<file path="src/rtl/alu_wb_stage.sv">
// alu_wb_stage: result/writeback stage downstream of the ALU.
// Captures ALU low/high results and NZCV flags, then sequences one register-file
// write (normal op) or two writes, RdLo then RdHi (64-bit long multiply).
// Optional feature macro: ALU_WB_PERF_EN adds a saturating long_wb_count output.
module alu_wb_stage #(
    parameter int unsigned DATA_W = 32,
    parameter int unsigned ADDR_W = 4
) (
    input  logic              clk,
    input  logic              reset,
    input  logic              alu_valid,
    output logic              alu_ready,
    input  logic [DATA_W-1:0] alu_result,
    input  logic [DATA_W-1:0] alu_result_hi,
    input  logic [3:0]        alu_flags,
    input  logic [1:0]        flag_write,
    input  logic              reg_write,
    input  logic              is_long,
    input  logic [ADDR_W-1:0] rd_lo,
    input  logic [ADDR_W-1:0] rd_hi,
    output logic              wb_en,
    output logic [ADDR_W-1:0] wb_addr,
    output logic [DATA_W-1:0] wb_data,
    output logic [DATA_W-1:0] alu_out,
    output logic [3:0]        flags,
    output logic              done
`ifdef ALU_WB_PERF_EN
    ,
    output logic [31:0]       long_wb_count
`endif
);

    typedef enum logic [1:0] {StIdle, StWbLo, StWbHi} state_e;

    state_e            state_q, state_d;
    logic [DATA_W-1:0] alu_out_q, alu_out_d;
    logic [DATA_W-1:0] hi_q, hi_d;
    logic [3:0]        flags_q, flags_d;
    logic [ADDR_W-1:0] rd_lo_q, rd_lo_d;
    logic [ADDR_W-1:0] rd_hi_q, rd_hi_d;
    logic              reg_write_q, reg_write_d;
    logic              is_long_q, is_long_d;
    logic              accept;

    assign accept = alu_valid && (state_q == StIdle);

    // Next-state: capture on accept, otherwise walk IDLE -> WB_LO -> (WB_HI) -> IDLE.
    always_comb begin
        state_d     = state_q;
        alu_out_d   = alu_out_q;
        hi_d        = hi_q;
        flags_d     = flags_q;
        rd_lo_d     = rd_lo_q;
        rd_hi_d     = rd_hi_q;
        reg_write_d = reg_write_q;
        is_long_d   = is_long_q;
        unique case (state_q)
            StIdle: begin
                if (accept) begin
                    alu_out_d   = alu_result;
                    hi_d        = alu_result_hi;
                    rd_lo_d     = rd_lo;
                    rd_hi_d     = rd_hi;
                    reg_write_d = reg_write;
                    is_long_d   = is_long;
                    // flag_write[1] covers N,Z; flag_write[0] covers C,V
                    if (flag_write[1]) flags_d[3:2] = alu_flags[3:2];
                    if (flag_write[0]) flags_d[1:0] = alu_flags[1:0];
                    state_d = StWbLo;
                end
            end
            StWbLo: state_d = (reg_write_q && is_long_q) ? StWbHi : StIdle;
            StWbHi: state_d = StIdle;
            default: state_d = StIdle;
        endcase
    end

    // State and holding registers; reset drops any pending write.
    always_ff @(posedge clk or posedge reset) begin
        if (reset) begin
            state_q     <= StIdle;
            alu_out_q   <= '0;
            hi_q        <= '0;
            flags_q     <= '0;
            rd_lo_q     <= '0;
            rd_hi_q     <= '0;
            reg_write_q <= 1'b0;
            is_long_q   <= 1'b0;
        end else begin
            state_q     <= state_d;
            alu_out_q   <= alu_out_d;
            hi_q        <= hi_d;
            flags_q     <= flags_d;
            rd_lo_q     <= rd_lo_d;
            rd_hi_q     <= rd_hi_d;
            reg_write_q <= reg_write_d;
            is_long_q   <= is_long_d;
        end
    end

    // Outputs decode state and captured registers only; no input-to-output path.
    always_comb begin
        wb_en   = 1'b0;
        wb_addr = '0;
        wb_data = '0;
        done    = 1'b0;
        unique case (state_q)
            StWbLo: begin
                wb_en   = reg_write_q;
                wb_addr = rd_lo_q;
                wb_data = alu_out_q;
                done    = !(reg_write_q && is_long_q);
            end
            StWbHi: begin
                wb_en   = 1'b1;
                wb_addr = rd_hi_q;
                wb_data = hi_q;
                done    = 1'b1;
            end
            default: ;
        endcase
    end

    assign alu_ready = (state_q == StIdle);
    assign alu_out   = alu_out_q;
    assign flags     = flags_q;

`ifdef ALU_WB_PERF_EN
    logic [31:0] cnt_q, cnt_d;

    // Count high-word writebacks, saturating at all-ones.
    always_comb begin
        cnt_d = cnt_q;
        if (state_q == StWbHi && cnt_q != 32'hFFFF_FFFF) cnt_d = cnt_q + 32'd1;
    end

    // Counter register.
    always_ff @(posedge clk or posedge reset) begin
        if (reset) cnt_q <= '0;
        else       cnt_q <= cnt_d;
    end

    assign long_wb_count = cnt_q;
`endif

endmodule

</file>
<file path="config.mk">
export PLATFORM = sky130hd
export DESIGN_NAME = alu_wb_stage
export DESIGN_NICKNAME = d
export VERILOG_FILES = /design/src/rtl/alu_wb_stage.sv
export SDC_FILE = /design/constraint.sdc
export NUM_CORES = 1
export LEC_CHECK = 0
export BUFFER_PORTS_ARGS = -buffer_cell sky130_fd_sc_hd__buf_2
export CAP_MARGIN = 20
export CORE_ASPECT_RATIO = 0.8
export CORE_MARGIN = 10
export CORE_UTILIZATION = 52
export DETAILED_ROUTE_END_ITERATION = 7
export PLACE_DENSITY = 0.87
export SLEW_MARGIN = 25
export SYNTH_ARGS = -nofsm -noshare
export SYNTH_HDL_FRONTEND = slang
export SYNTH_SLANG_ARGS = --single-unit
</file>
<file path="constraint.sdc">
create_clock -name clk -period 6.1 [get_ports clk]
set_input_delay 0.61 -clock clk [delete_from_list [all_inputs] [get_ports clk]]
set_output_delay 0.61 -clock clk [all_outputs]
set_load 0.03 [all_outputs]
</file>
==> flow_metrics.tcl <==
set metrics [dict create \
    synth_nets 355 \
    track_usage_pct 17.65 \
    cp.required_ns 5.49 \
    grt_overflow 0 \
    globalRouteMet1Util_pct 20.51 \
    nNetsFinal 507 \
    fmax_mhz 332.4 \
    port_buffers 157 \
    synth_cell_types 19 \
    worstSetupStartpointType "register" \
    r2r_cells 5 \
    cts_root_buffer "clkbuf_8" \
    grt_setup_unrepaired "no" \
    via_per_inst 5.320 \
    synth_ff_type "dfrtp_1" \
    cts_tree "yes" \
    postCtsSetupBuffers 0 \
    synth-seq-cells 80 \
    yosysTopAreaCellShare_pct 51.66 \
    cap_violations 0 \
    avgSynthCellArea_sq_um 14.46 \
    async_flop_share_pct 100.0 \
    antennaDiodeCount 0 \
    final_area_sq_mm 0.004888 \
    wl_mm 10.09 \
    fin_util_pct 66.76 \
    synthCells 268 \
    yosys-top-cells-count "dfrtp_1 (80), mux2_4 (60), nor2b_1 (37), a22oi_1 (36), mux2_2 (19)" \
    place_ws_ns 3.470 \
    initial_utilization_pct 52.92 \
    holdBufCountCts 0 \
    synth_top_area_cell "dfrtp_1" \
    chipHeight_um 97.21 \
    min_period_ns 3.009 \
    status "complete, no violations" \
    dieArea_sq_mm 0.01133 \
    slew_viol_final 0 \
    max_slew.worst_pin.slew_ns 0.7312 \
    dp_hpwl_mm 7.404 \
    end_kind "output port" \
    grt_pass1_vias 3040 \
    cts_resized 0 \
    worstPathCellList "inv_1 > ha_1 > buf_4 > a22oi_1 > nor2b_1 > buf_2" \
    clk_pin_slew_ns 0.08 \
    crit_path_max_incr_delay_ns 0.60 \
    yosys-top-cells-area "dfrtp_1 (52%), mux2_4 (23%), a22oi_1 (7.0%), nor2b_1 (6.0%), mux2_2 (5.5%)" \
    cts_buffers 9 \
    antenna_found_initial 1 \
    post-route-period-util_pct 49.33 \
    grt_util_met2_pct 28.50 \
    drtIter0Drc 111 \
    worstPathArrival_ns 2.40 \
    hold_class "in2async" \
    relSlewSlack_pct 51.25 \
    crit_path_top_delay_cell "ha_1" \
    drt_first_pass_iters 4 \
    ir_drop_uv 445.1 \
    fillers 553 \
    rows 28 \
    drt.antenna.violating_nets 0 \
    place_area_sq_mm 0.004674 \
    skew_ns 0.009404 \
    netlist_area_sq_mm 0.003875 \
    finalPower_mw 3.329 \
    cts.sinks 80 \
    grt_use_met3_pct 8.086 \
    ys_seq_area_share_pct 51.66 \
    io_pins 158 \
    leakage_nw 2.545 \
    synth_enable_flop_cells 0 \
    die_x_um 116.5 \
    worst-setup-path-type "reg2out" \
    setup_tns_ns 0 \
    final_hold_viol_count 0 \
    grt_max_degree 81 \
    htreeDepth 3 \
    wire_per_inst_um 19.60 \
    cts_buffer_depth 2 \
    gr-max-usage-layer "met2" \
    yosysMostFrequentCell "dfrtp_1" \
    p_per_area_mw_per_mm2 680.9 \
    area_growth_pct 26.15 \
    clock_latency_ns 0.34 \
    coreArea_sq_mm 0.007322 \
    drive_gt1_share_pct 60.71 \
    grt_first_pass_wirelength_mm 15.92 \
    yosysWarnings 0 \
    path_max_fanout 21 \
    vias 2740 \
    gp_congestion 0.8131 \
    timing.final.ws_setup_ns 3.091 \
    setup_viol_count_final 0 \
    remaining_drc_errors 0 \
]
cell usage in the layout (no fill, tap or decap), drive strengths merged:
| cell | count |
|---|---|
| bufinv | 1 |
| clkinv | 1 |
| nand2 | 1 |
| dfrtp | 80 |
| mux2 | 79 |
| nor2b | 37 |
| a21oi | 1 |
| nand2b | 1 |
| ha | 4 |
| a22oi | 36 |
| nand3 | 1 |
| inv | 2 |
| nand4 | 2 |
| a21boi | 1 |
| o21a | 1 |
| buf | 161 |
| clkinvlp | 3 |
| clkbuf | 12 |
| mux2i | 1 |
worst max-delay path, delay by kind of cell (launching register included):
kind	cells	cell delay (ns)
fa+ha+maj	1	0.60
simple gates	1	0.16
flops	1	0.41
buf+inv	3	0.73
compound gates	1	0.15
per-layer routing:
| layer | vias to the layer above | part of all wire (%) |
|---|---|---|
| met4 | 0 | 1.2 |
| met5 | - | 0 |
| met3 | 10 | 11 |
| met2 | 117 | 48 |
| li1 | 1260 | - |
| met1 | 1353 | 40 |
cell families (layout without fill, tap and decap cells):
group	after synthesis	in the layout	synth area share (%)
adders and majority gates	4	4	1.292
AOI/OAI and AO/OA	39	39	7.491
and+or+nand+nor	42	42	6.684
buffers and inverters	23	180	3.843
muxes	80	80	29.03
DFF	80	80	51.66
worst paths after layout:
| check | startpoint | endpoint | slack [ns] |
|---|---|---|---|
| min in group clk | alu_result[0] | alu_out[0] | 0.49 |
| setup / recovery | state_q[0] | wb_data[5] | 3.09 |
| max in group asynchronous | reset | hi_q[25] | 5.14 |
| hold / removal | reset | alu_out[21] | 0.42 |
| hold reg to reg | flags[3] | flags[3] | 0.50 |
| setup reg to reg | state_q[0] | alu_out[28] | 3.72 |
per-stage QoR:
step                      std cells  hold slack (ns)
after floorplan                 268           0.4800
after global routing            515           0.4694
final                           515           0.4178
after global placement          499           0.4847
after detailed placement        499           0.4874
after CTS                       515           0.4678
final cells by class:
type,count,area [sq um],area share [%]
Tap cell,90,112.6,2.304
Inverter,3,12.51,0.2560
Timing Repair Buffer,161,819.5,16.76
Clock inverter,4,52.55,1.075
Clock buffer,12,155.1,3.174
Multi-Input combinational cell,165,1734,35.47
Sequential cell,80,2002,40.95
where the power goes:
| group | internal (mW) | switching [mW] | leakage, nW |
|---|---|---|---|
| Sequential | 0.805 | 0.191 | 0.942 |
| Combinational | 0.820 | 1.11 | 1.51 |
| Clock | 0.212 | 0.191 | 0.0948 |
| Total | 1.84 | 1.49 | 2.55 |
registers in the layout, indices dropped and copies added, names as in the netlist:
| name | flops |
|---|---|
| reg_write_q | 1 |
| flags | 4 |
| state_q | 2 |
| alu_out | 32 |
| rd_lo_q | 4 |
| rd_hi_q | 4 |
| hi_q | 32 |
| is_long_q | 1 |
Note: power is estimated with default switching activity, not from simulation.
